## src/rtl/gsim_mat_mem_resp_pkg.sv

```systemverilog
// Shared types and constants for the GSIM matrix-memory responder.
// The state encodings and matrix geometry are common to the GSIM core and this block.
package gsim_mat_mem_resp_pkg;

    typedef enum logic [1:0] {
        MR_SLEEP  = 2'd0,
        MR_WAKE   = 2'd1,
        MR_ACTIVE = 2'd2
    } mr_state_e;

    localparam int MAT_WORDS = 17;
    localparam int MAT_DEPTH = 544;
    localparam int ADDR_W    = 10;
    localparam int DATA_W    = 256;
    localparam int OUT_CNT_W = 4;

    function automatic logic addr_in_range(input logic [ADDR_W-1:0] addr, input int depth);
        return int'({22'd0, addr}) < depth;
    endfunction

endpackage

```

## src/rtl/gsim_lat_pipe.sv

```systemverilog
// Shift register of {valid, err} tracking each accepted read until its response cycle.
// Exposes the stage before the output so the data register can load in step with it.
module gsim_lat_pipe #(
    parameter int STAGES = 2
) (
    input  logic i_clk,
    input  logic i_reset_n,
    input  logic i_vld,
    input  logic i_err,
    output logic o_pre_vld,
    output logic o_vld,
    output logic o_err
);

    logic [STAGES-1:0] vld_reg;
    logic [STAGES-1:0] vld_next;
    logic [STAGES-1:0] err_reg;
    logic [STAGES-1:0] err_next;

    genvar gi;
    generate
        for (gi = 0; gi < STAGES; gi++) begin : g_stage
            if (gi == 0) begin : g_head
                assign vld_next[gi] = i_vld;
                assign err_next[gi] = i_err;
            end else begin : g_tail
                assign vld_next[gi] = vld_reg[gi-1];
                assign err_next[gi] = err_reg[gi-1];
            end
        end
    endgenerate

    always_ff @(posedge i_clk or negedge i_reset_n) begin
        if (!i_reset_n) begin
            vld_reg <= '0;
            err_reg <= '0;
        end else begin
            vld_reg <= vld_next;
            err_reg <= err_next;
        end
    end

    assign o_pre_vld = vld_reg[STAGES-2];
    assign o_vld     = vld_reg[STAGES-1];
    assign o_err     = err_reg[STAGES-1];

endmodule

```

## src/rtl/gsim_mat_mem_resp.sv

```systemverilog
// GSIM matrix-memory read responder: accepts requests, drives the matrix SRAM,
// returns data in order, limits outstanding reads and sleeps the SRAM when idle.
module gsim_mat_mem_resp
    import gsim_mat_mem_resp_pkg::*;
#(
    parameter int READ_LAT = 1,
    parameter int MAX_OUT  = 4,
    parameter int DEPTH    = MAT_DEPTH,
    parameter int IDLE_TO  = 16,
    parameter int WAKE_CYC = 3
) (
    input  logic              i_clk,
    input  logic              i_reset_n,
    input  logic              i_mem_rreq,
    input  logic [ADDR_W-1:0] i_mem_addr,
    output logic              o_mem_rrdy,
    output logic [DATA_W-1:0] o_mem_dout,
    output logic              o_mem_dout_vld,
    output logic              o_sram_ren,
    output logic [ADDR_W-1:0] o_sram_addr,
    output logic              o_sram_slp,
    input  logic [DATA_W-1:0] i_sram_q,
    input  logic              i_sram_busy,
    output logic              o_err
);

    localparam int STAGES = READ_LAT + 1;
    localparam int IDLE_W = (IDLE_TO < 1) ? 1 : $clog2(IDLE_TO + 1);
    localparam int WAKE_W = (WAKE_CYC < 1) ? 1 : $clog2(WAKE_CYC + 1);

    mr_state_e            state_reg;
    mr_state_e            state_next;
    logic [WAKE_W-1:0]    wake_cnt_reg;
    logic [WAKE_W-1:0]    wake_cnt_next;
    logic [IDLE_W-1:0]    idle_cnt_reg;
    logic [IDLE_W-1:0]    idle_cnt_next;
    logic [OUT_CNT_W-1:0] out_cnt_reg;
    logic [OUT_CNT_W-1:0] out_cnt_next;
    logic [DATA_W-1:0]    dout_reg;
    logic                 err_reg;

    logic accept;
    logic in_range;
    logic pre_vld;
    logic out_vld;
    logic out_err;

    // A response retiring this cycle frees its slot, so the limit still allows
    // one accept per cycle when MAX_OUT covers the full round trip.
    assign o_mem_rrdy = (state_reg == MR_ACTIVE) && !i_sram_busy &&
                        ((out_cnt_reg < OUT_CNT_W'(MAX_OUT)) || out_vld);

    assign accept      = i_mem_rreq && o_mem_rrdy;
    assign in_range    = addr_in_range(i_mem_addr, DEPTH);
    assign o_sram_ren  = accept && in_range;
    assign o_sram_addr = i_mem_addr;
    assign o_sram_slp  = (state_reg == MR_SLEEP);

    gsim_lat_pipe #(
        .STAGES(STAGES)
    ) u_lat_pipe (
        .i_clk     (i_clk),
        .i_reset_n (i_reset_n),
        .i_vld     (accept),
        .i_err     (accept && !in_range),
        .o_pre_vld (pre_vld),
        .o_vld     (out_vld),
        .o_err     (out_err)
    );

    assign o_mem_dout_vld = out_vld;
    assign o_mem_dout     = out_err ? '0 : dout_reg;
    assign o_err          = err_reg;

    always_comb begin
        out_cnt_next = out_cnt_reg;
        if (accept && !out_vld) begin
            out_cnt_next = out_cnt_reg + 1'b1;
        end else if (!accept && out_vld && (out_cnt_reg != '0)) begin
            out_cnt_next = out_cnt_reg - 1'b1;
        end
    end

    always_comb begin
        state_next    = state_reg;
        wake_cnt_next = wake_cnt_reg;
        idle_cnt_next = idle_cnt_reg;
        case (state_reg)
            MR_SLEEP: begin
                idle_cnt_next = '0;
                if (i_mem_rreq) begin
                    state_next    = MR_WAKE;
                    wake_cnt_next = WAKE_W'(WAKE_CYC);
                end
            end
            MR_WAKE: begin
                if (wake_cnt_reg != '0) begin
                    wake_cnt_next = wake_cnt_reg - 1'b1;
                end
                if (wake_cnt_reg <= WAKE_W'(1)) begin
                    state_next = MR_ACTIVE;
                end
            end
            MR_ACTIVE: begin
                // An accept in the timeout cycle keeps the SRAM awake.
                if (accept || (out_cnt_reg != '0)) begin
                    idle_cnt_next = '0;
                end else if (idle_cnt_reg == IDLE_W'(IDLE_TO)) begin
                    state_next    = MR_SLEEP;
                    idle_cnt_next = '0;
                end else begin
                    idle_cnt_next = idle_cnt_reg + 1'b1;
                end
            end
            default: begin
                state_next = MR_SLEEP;
            end
        endcase
    end

    always_ff @(posedge i_clk or negedge i_reset_n) begin
        if (!i_reset_n) begin
            state_reg    <= MR_SLEEP;
            wake_cnt_reg <= '0;
            idle_cnt_reg <= '0;
            out_cnt_reg  <= '0;
        end else begin
            state_reg    <= state_next;
            wake_cnt_reg <= wake_cnt_next;
            idle_cnt_reg <= idle_cnt_next;
            out_cnt_reg  <= out_cnt_next;
        end
    end

    // Data register loads only in the cycle the SRAM word belongs to a live request.
    always_ff @(posedge i_clk or negedge i_reset_n) begin
        if (!i_reset_n) begin
            dout_reg <= '0;
        end else if (pre_vld) begin
            dout_reg <= i_sram_q;
        end else begin
            dout_reg <= '0;
        end
    end

    always_ff @(posedge i_clk or negedge i_reset_n) begin
        if (!i_reset_n) begin
            err_reg <= 1'b0;
        end else if (accept && !in_range) begin
            err_reg <= 1'b1;
        end
    end

endmodule
```

## config.mk

```make
export PLATFORM = sky130hd
export DESIGN_NAME = gsim_mat_mem_resp
export DESIGN_NICKNAME = d
export VERILOG_FILES = /design/src/rtl/gsim_mat_mem_resp_pkg.sv /design/src/rtl/gsim_lat_pipe.sv /design/src/rtl/gsim_mat_mem_resp.sv
export SDC_FILE = /design/constraint.sdc
export NUM_CORES = 1
export LEC_CHECK = 0
export CORE_AREA = 2 2 209 211
export DETAILED_ROUTE_END_ITERATION = 10
export DIE_AREA = 0 0 211 213
export MAX_ROUTING_LAYER = met4
export SKIP_LAST_GASP = 1
export SYNTH_ARGS = -nofsm -noshare
export SYNTH_HDL_FRONTEND = slang
export SYNTH_HIERARCHICAL = 1
export SYNTH_SLANG_ARGS = --single-unit
```

## constraint.sdc

```tcl
create_clock -name i_clk -period 1.7 [get_ports i_clk]
set_input_delay 0.34 -clock i_clk [delete_from_list [all_inputs] [get_ports i_clk]]
set_output_delay 0.34 -clock i_clk [all_outputs]
set_load 0.01 [all_outputs]
```

After elaboration in Yosys (flattened, before gate mapping)
Cells that the tools add are included.

word-level totals
  register bits = 274
  latch bits = 0
  RAM bits = 0
  ROM bits = 0
  input bits = 270
  logic and storage cells = 60
  memories kept = 0

cells by class
  $add $sub $neg = 4
  multipliers = 0
  divide/modulo/power cells = 0
  order comparisons = 3
  equality and inequality tests = 8
  shift-type cells = 0
  mux-type cells = 15
  bitwise operators = 0
  reduce and logical (&&, ||, !) cells = 22

operator list
  cell                                                             count
  2-to-1 mux 256 bit                                               2
  2-to-1 mux 2 bit                                                 6
  < comparator 10 bit (second input constant)                      1
  2-to-1 mux 5 bit                                                 2
  one-hot mux 5 bit (2 select lines)                               1
  logical AND 1 bit                                                8
  2-to-1 mux 4 bit                                                 2
  != test 2 bit (second input constant)                            4
  nonzero test 2 bit                                               4
  one-hot mux 2 bit (3 select lines)                               1
  adder 5 x 1 -> 5 bit (second input constant)                     1
  equality test 5 bit (second input constant)                      1
  adder 4 x 1 -> 4 bit (second input constant)                     1
  zero test 1 bit                                                  4
  < comparator 4 x 3 -> 1 bit (second input constant)              1
  one-hot mux 2 bit (2 select lines)                               1
  AND reduction 4 bit                                              1
  nonzero test 4 bit                                               1
  subtractor 4 x 1 -> 4 bit (second input constant)                1
  AND reduction 3 bit                                              1
  equality test 2 x 1 -> 1 bit (second input constant)             1
  equality test 2 bit (second input constant)                      1
  less-or-equal comparator 2 x 1 -> 1 bit (second input constant)  1
  zero test 2 bit                                                  1
  3 further kinds                                                  4

Depth between registers and ports, before layout
Gate-level depths: netlist of run 1.

  word-level depth = 9
  gate-level depth with buffers = 8
  mapped depth without buffers = 7

Cells and area by module
The synthesis of run 1 kept the hierarchy.

modules (own cells, without submodules)
  module             instances  cells an instance  area each (µm²)
  gsim_mat_mem_resp  1          939                10857.9
  gsim_lat_pipe      1          4                  100.1

Worst setup path before layout of run 1
No wires, ideal clock.

  path kind = flip-flop to flip-flop
  start point = reg state_reg[0]
  end point = reg out_cnt_reg[3]
  arrival = 1.744 ns
  setup slack = -0.180 ns
  stages on the path, launching flop included = 8
  path buffers = 0
  clock period less this slack = 1.880 ns
  path through = dfrtp_1 and4bb_4 nand3b_1 ha_1 a21oi_1 nand3_1 mux2i_1 o21ai_0

on the way
  longest elaborated chain between the ends = 8
  elaborated cells on any way between the ends = 10
  those cells by class = 1 x eq/ne; 1 x mux; 8 x reduce/logical

RTL lines
  element                             RTL line                  text
  start, declared                     gsim_mat_mem_resp.sv:31   mr_state_e state_reg;
  start signal, assigned              gsim_mat_mem_resp.sv:128  state_reg <= state_next;
  equality test 2 bit (*)             gsim_mat_mem_resp.sv:50   assign o_mem_rrdy = (state_reg == MR_ACTIVE) && !i_sram_busy &&
  logical AND 1 bit (*) (2 in a row)  gsim_mat_mem_resp.sv:50
  logical AND 1 bit (*)               gsim_mat_mem_resp.sv:53   assign accept = i_mem_rreq && o_mem_rrdy;
  zero test 1 bit                     gsim_mat_mem_resp.sv:79   end else if (!accept && out_vld && (out_cnt_reg != '0)) begin
  logical AND 1 bit (2 in a row)      gsim_mat_mem_resp.sv:79
  nonzero test 2 bit (no line)        n/a
  end signal, assigned                gsim_mat_mem_resp.sv:131  out_cnt_reg <= out_cnt_next;
  end, declared                       gsim_mat_mem_resp.sv:37   logic [OUT_CNT_W-1:0] out_cnt_reg;

Mark *: on every way between the ends. The rest lies on a longest branch, timed or not.
A chain may end at the register's enable or synchronous reset.

Worst setup path after layout of run 1
  start point = reg u_lat_pipe.err_reg[1]
  end point = out o_mem_dout[142]

on the way
  longest elaborated chain between the ends = 1

RTL lines
  element                 RTL line                 text
  start, declared         gsim_lat_pipe.sv:17      logic [STAGES-1:0] err_reg;
  start signal, assigned  gsim_lat_pipe.sv:39      err_reg <= err_next;
  2-to-1 mux 256 bit      gsim_mat_mem_resp.sv:72  assign o_mem_dout = out_err ? '0 : dout_reg;
  end, declared           gsim_mat_mem_resp.sv:17  output logic [DATA_W-1:0] o_mem_dout,

Every way passes these cells.

==> results of run 1 <==
## cell usage in the layout, fill, tap and decap left out, drive strengths merged, types with 2 or more instances in the layout
| master | instances |
|---|---|
| a21oi | 6 |
| nor3 | 2 |
| inv | 6 |
| nor2b | 258 |
| and2 | 256 |
| nand3b | 3 |
| o21ai | 5 |
| o31ai | 2 |
| a211oi | 2 |
| nor2 | 16 |
| clkinv | 6 |
| clkdlybuf4s15 | 4 |
| buf | 310 |
| nand2 | 9 |
| dlymetal6s2s | 7 |
| mux2i | 2 |
| clkdlybuf4s50 | 263 |
| clkbuf | 65 |
| dfrtp | 274 |
| nand3 | 9 |
| ha | 6 |
## worst max path at each step
| stage | from | endpoint | depth (start not counted) |
|---|---|---|---|
| floorplan | state_reg[0]$_DFFE_PN0P_ | out_cnt_reg[3]$_DFFE_PN0P_ | 7 |
| global placement | i_sram_busy | out_cnt_reg[3]$_DFFE_PN0P_ | 8 |
| detailed placement | i_sram_busy | out_cnt_reg[2]$_DFFE_PN0P_ | 8 |
| CTS | u_lat_pipe/err_reg[1]$_DFF_PN0_ | o_mem_dout[235] | 4 |
| global route | u_lat_pipe/err_reg[1]$_DFF_PN0_ | o_mem_dout[142] | 4 |
| finish | u_lat_pipe/err_reg[1]$_DFF_PN0_ | o_mem_dout[142] | 4 |
## power breakdown
| group | internal [mW] | switching [mW] |
|---|---|---|
| sequential | 6.58 | 0.0763 |
| clock | 4.36 | 2.77 |
| combinational | 0.740 | 0.361 |
## critical path: cells and delay by family (launching register included)
kind | cells | cell delay (ns)
and+or+nand+nor | 1 | 0.11
DFF | 1 | 0.51
buffers and inverters | 3 | 0.55
## final cells by class
class                      count  area, um2  share of cell area, %
clock buffer                  50       1030                   5.75
timing repair buffer         600       5110                   28.4
multi-input combinational    594       4210                   23.4
tap                          546        683                   3.80
sequential                   274       6870                   38.1
inverter                       6       22.5                  0.125
clock inverter                 8       75.1                  0.417
## logic make-up (layout without fill, tap and decap cells)
kind of cell / Yosys count / after routing / synth area share (%)
adder cells (fa/ha/maj): 7 / 7 / 0.868
XOR/XNOR: 1 / 1 / 0.0799
multiplexers: 3 / 3 / 0.285
buffers and inverters: 75 / 664 / 2.99
AND/OR/NAND/NOR: 561 / 561 / 31.8
flip-flops: 274 / 274 / 62.6
AO/OA/AOI/OAI: 22 / 22 / 1.38
## synth_stat cells (all sizes together)
cell | count | area share [%]
a211oi | 2 | 0.14
a21boi | 1 | 0.069
a21o | 1 | 0.069
a21oi | 6 | 0.31
a22o | 1 | 0.080
a2bb2oi | 1 | 0.080
and2 | 256 | 15
and3b | 1 | 0.091
and4bb | 1 | 0.15
buf | 12 | 0.83
clkbuf | 57 | 2.0
dfrtp | 274 | 63
fa | 1 | 0.18
ha | 6 | 0.69
inv | 6 | 0.21
mux2 | 1 | 0.10
mux2i | 2 | 0.18
nand2 | 9 | 0.31
nand2b | 1 | 0.13
nand3 | 9 | 0.41
nand3b | 3 | 0.21
nand4bb | 1 | 0.10
nor2 | 16 | 0.55
nor2b | 258 | 15
nor3 | 2 | 0.091
nor4 | 1 | 0.19
nor4bb | 1 | 0.091
o21ai | 5 | 0.26
o221ai | 1 | 0.080
o22a | 1 | 0.080
o31ai | 2 | 0.14
o41ai | 1 | 0.080
or2 | 1 | 0.057
or4 | 1 | 0.10
xnor2 | 1 | 0.080
## routing by layer
layer | GRT usage (%) | part of all wire, %
met1 | 19.0 | 39
met2 | 26.8 | 51
met3 | 4.78 | 6.9
met4 | 4.93 | 2.5
met5 | - | 0
## per-stage QoR
step	total power [mW]	TNS [ns]	hold WS [ns]
final	14.9	-71.33	0.347
after global routing	15.5	-91.64	0.351
after global placement	7.77	-62.29	0.335
after detailed placement	7.80	-63.96	0.339
after floorplan	6.92	-0.357	0.0444
after CTS	15.1	-101.21	0.339
## what timing repair did
item	4_1_cts	5_1_grt
setup buffers	3	8
resized for setup	878	308
hold buffers	1	0
endpoints found under the hold margin	45	0
gates cloned	3	4
setup endpoints to repair	268	273
pin swaps	0	6
==> summary.md, run 1 <==
| Metric | Value |
|---|---|
| Status | finished, violations left |
| Violated checks | setup timing |
| Clock Latency Late Sink | 0.53 ns |
| Pre-antenna DRT Iters | 4 |
| Global route total overflow | 0 |
| Reg2reg setup slack | -0.26 ns |
| CP Capture Type | primary output |
| Largest net degree at the start of global routing | 105 |
| Final period demand of the worst path | 2.05 ns |
| Core ar. | 42700 um2 |
| Post-DP HPWL | 26.0 mm |
| Worst-Margin Slew | 0.566 ns |
| Pwr dens | 827 nW/um2 |
| Final Max Slew Viols | 0 |
| Highest Clock Rate | 487 MHz |
| TritonCTS sink count | 274 |
| Placement Rows | 76 |
| Startpoint Class | flip-flop |
| Peak supply drop | 0.531 mV |
| # port buffers | 530 |
| Reg-to-reg startpoint | state_reg[0]$_DFFE_PN0P_ |
| Largest register FFs | 256 |
| Mean Syn Cell Area | 11.6 um2 |
| CTS Root Cell | clkbuf_16 |
| Via-to-Cell Ratio | 4.12 |
| Wirelength, routed | 37.1 mm |
| CP most frequent cell | buf_12 |
| Avg WL per Cell | 17.8 um |
| Largest fanout on the critical path | 20 |
| Post-synthesis cell type count | 39 |
| Crit path kind | reg -> out |
| Crit Reg-Reg Endpoint | out_cnt_reg[3]$_DFFE_PN0P_ |
| Layout cells sized above 1 | 31.5% |
| CTS H-tree lvls | 2 |
| Register area share after synthesis | 62.6% |
| Die Height | 213 um |
| Clock Skews | 0.00952 ns |
| Routability Congestion | 0.814 |
| Fin util | 42.2% |
| Area growth syn-to-layout | 64.2% |
| Chip width | 211 um |
| Final hold vios | 0 |
| Initial antenna violation count | 0 |
| ANT cells | 0 |
| TritonCTS clock tree | yes |
| Vias in the first global route | 8843 |
| Slew margin rel. | 62.3% |
| Gate Count Post-Synth | 943 |
| Initial core utilization | 25.7% |
| Post-Syn Area | 11000 um2 |
| Reg clk slew, reported paths | 0.06 ns |
| Antenna viol nets, final | 0 |
| Vias | 8555 |
| GRT Total Usage | 16.2% |
| CP peak stage delay | 0.51 ns |
| Dpl cells | 2002 |
| Die area | 44900 um2 |
| CP arrival | 1.71 ns |
| R2R depth | 8 |
| Worst slack, placed | -0.692 ns |
| Setup violators final | 260 |
| Remaining DRCs | 0 |
| Critical path, cell by cell | buf_12 -> buf_12 -> nor2b_4 -> clkdlybuf4s15_2 |
| CP max stage cell | dfrtp_4 |
| Final #Nets | 1787 |
| Clock Path Buffers | 3 |
| CTS buffer count | 34 |
| Leak pwr | 9.46 nW |
| Syn nets | 1220 |
| Synth Register Bits | 274 |
| Worst Hold Class | in -> async |
| Final period util | 121% |
| Ports | 541 |
| Initial drt markers | 426 |
| Placed Instance Area | 17200 um2 |
| First-pass GRT wire length | 53.6 mm |
| Max Cap Viol | 0 |
| Syn. warnings | 6 |
| Crit path required time | 1.36 ns |
| RSZ-0062 raised after global routing | yes |
| Post-route cell area | 18000 um2 |
| Filler cell count in the final layout | 4119 |
| Layout Cells excl Fill | 2078 |
| Final WS setup | -0.354 ns |
No activity file was read; power rests on OpenSTA's default activity.
==> run 2: changes to the inputs <==
CORE_AREA = 2 2 212 214   (was 2 2 209 211)
DIE_AREA = 0 0 214 216   (was 0 0 211 213)
==> run 2 against run 1 <==
  * The flow still finishes with violations (setup timing)
  * Global-route usage down 0.75 points
  * Clock skew up 0.00084 ns
  * Via count down 2.1%
  * Die area up 2.9%
  * Sequential share of layout area down 0.67 points
  * Hold slack worse by 0.095 ns
  * Sequential power about the same
  * Design area up 1.8%
  * Fmax down 4.3%
  * Clock-buffer cell count unchanged
==> summary.md, run 2 (same netlist as run 1, synthesis figures left out) <==
| Metric | Value |
|---|---|
| Status | finished, violations left |
| Violated checks | setup timing |
| Global route total overflow | 0 |
| Hold_ws | 0.252 ns |
| Sequential power share | 44.1% |
| Switch Pwr | 3.30 mW |
| Worst Hold Class | in -> async |
| CP arrival | 1.81 ns |
| Final WS setup | -0.446 ns |
| Remaining DRCs | 0 |
| Setup violators final | 263 |
| Final period util | 126% |
| Clk network pwr share | 48.4% |
| Pwr dens | 825 nW/um2 |
| Largest net degree at the start of global routing | 145 |
| Avg WL per Cell | 17.1 um |
| Initial antenna violation count | 2 |
| Antenna viol nets, final | 0 |
| Clock Skews | 0.0104 ns |
| Initial core utilization | 25.0% |
| RSZ-0062 raised after global routing | yes |
| Reg clk slew, reported paths | 0.06 ns |
| P_int | 11.8 mW |
| CTS H-tree lvls | 2 |
| CTS buffer count | 34 |
| Pre-antenna DRT Iters | 4 |
| Vias | 8372 |
| First-pass GRT wire length | 53.2 mm |
| Routability Congestion | 0.862 |
| GRT Total Usage | 15.4% |
| Crit path required time | 1.36 ns |
| Placed Instance Area | 17300 um2 |
| Final #Nets | 1796 |
| Max Cap Viol | 0 |
| CP most frequent cell | buf_12 |
| Core ar. | 43800 um2 |
| Chip width | 214 um |
| CP delay by family, top | buffers and inverters |
| Clock Path Buffers | 3 |
| Commonest non-fill, non-tap cell in the layout | dfrtp_1 |
| Total chip power | 15.1 mW |
| CP max stage cell | dfrtp_4 |
| Highest Clock Rate | 466 MHz |
| Clock Latency Late Sink | 0.52 ns |
| Crit path kind | reg -> out |
| Sw frac | 21.8% |
| Area growth syn-to-layout | 67.1% |
| Peak supply drop | 0.621 mV |
| Most frequent cells in the layout | dfrtp_1, clkdlybuf4s50_1, and2_1 |
| Die Height | 216 um |
| TritonCTS clock tree | yes |
| Post-DP HPWL | 26.1 mm |
| Final hold vios | 0 |
| CTS Root Cell | clkbuf_16 |
| Placement Rows | 77 |
| Die area | 46200 um2 |
| Combinational Power Share | 7.5% |
| Ports | 541 |
| Largest fanout on the critical path | 29 |
| TritonCTS sink count | 274 |
| Leak pwr | 9.38 nW |
| Critical path, cell by cell | buf_12 -> buf_12 -> nor2b_1 -> dlygate4sd2_1 |
| Slew margin rel. | 59.5% |
| Worst-Margin Slew | 0.608 ns |
| Via-to-Cell Ratio | 3.92 |
| CP Capture Type | primary output |
| Post-route cell area | 18300 um2 |
| Largest register FFs | 256 |
| Startpoint Class | flip-flop |
| Wirelength, routed | 36.6 mm |
| Final Max Slew Viols | 0 |
| Buf/Inv on CP | 3 |
| Final period demand of the worst path | 2.15 ns |
| # port buffers | 530 |
| Layout cells sized above 1 | 29.2% |
| Vias in the first global route | 8798 |
| CP peak stage delay | 0.54 ns |
| Initial drt markers | 403 |
[run 2: power groups by stage]
stage	Clock [mW]	Sequential, mW	Combinational, mW
2_1_floorplan	0	6.75	0.170
3_3_place_gp	0	6.76	0.999
3_5_place_dp	0	6.76	1.02
4_1_cts	7.57	6.65	1.02
5_1_grt	7.82	6.67	1.24
6_report	7.31	6.67	1.13
[run 2: per-layer routing]
layer | part of all wire (%) | vias up | track usage, %
li1 | - | 4037 | -
met1 | 42 | 3995 | 17.9
met2 | 50 | 269 | 25.6
met3 | 5.6 | 71 | 4.26
met4 | 3.1 | 0 | 5.59
met5 | 0 | - | -
[run 2: worst reg2reg max path: stages (launching register included)]
cell	delay [ns]
dfrtp_1	0.38
and4bb_4	0.33
nand3b_1	0.17
buf_4	0.20
ha_4	0.33
nand3_4	0.09
nand3_2	0.10
mux2i_1	0.19
o21ai_0	0.09
[run 2: area by class of cell]
cell class,instances,area (um2)
flip-flops and latches,274,6860
well taps,592,741
repair buffers,609,5470
fillers,4241,25500
diodes,2,5.00
clock inverters,11,93.8
inverters,6,22.5
clock buffers,50,1050
multi-input cells,594,4070
[run 2: final timing paths]
path	cells after the start	slack (ns)	from	to
worst max-delay path	4	-0.45	u_lat_pipe/err_reg[1]$_DFF_PN0_	o_mem_dout[252]
worst min-delay path	2	0.25	i_reset_n	dout_reg[188]$_DFF_PN0_
worst max register to register	8	-0.29	state_reg[0]$_DFFE_PN0P_	out_cnt_reg[3]$_DFFE_PN0P_
worst min register to register	0	0.35	u_lat_pipe/err_reg[0]$_DFF_PN0_	u_lat_pipe/err_reg[1]$_DFF_PN0_
max in group asynchronous	4	0.69	i_reset_n	dout_reg[68]$_DFF_PN0_
min in group i_clk	0	0.35	u_lat_pipe/err_reg[0]$_DFF_PN0_	u_lat_pipe/err_reg[1]$_DFF_PN0_
[run 2: repair_timing]
item,CTS,global route
hold buffers,1,0
pin swaps,1,6
setup buffers,0,19
hold endpoints to repair,129,0
gates cloned,0,5
gates resized for setup,431,572
setup endpoints to repair,268,275
[run 2: metrics by stage]
| stage | instances | utilization [%] | TNS, ns | setup WS, ns |
|---|---|---|---|---|
| 2_1_floorplan | 943 | - | -0.357 | -0.180 |
| 6_report | 2138 | 41.8 | -85.96 | -0.446 |
| 5_1_grt | 2138 | 41.8 | -108.81 | -0.538 |
| 3_5_place_dp | 2050 | 39.5 | -45.01 | -0.847 |
| 4_1_cts | 2112 | 41.9 | -115.54 | -0.529 |
| 3_3_place_gp | 2050 | 39.5 | -42.85 | -0.870 |
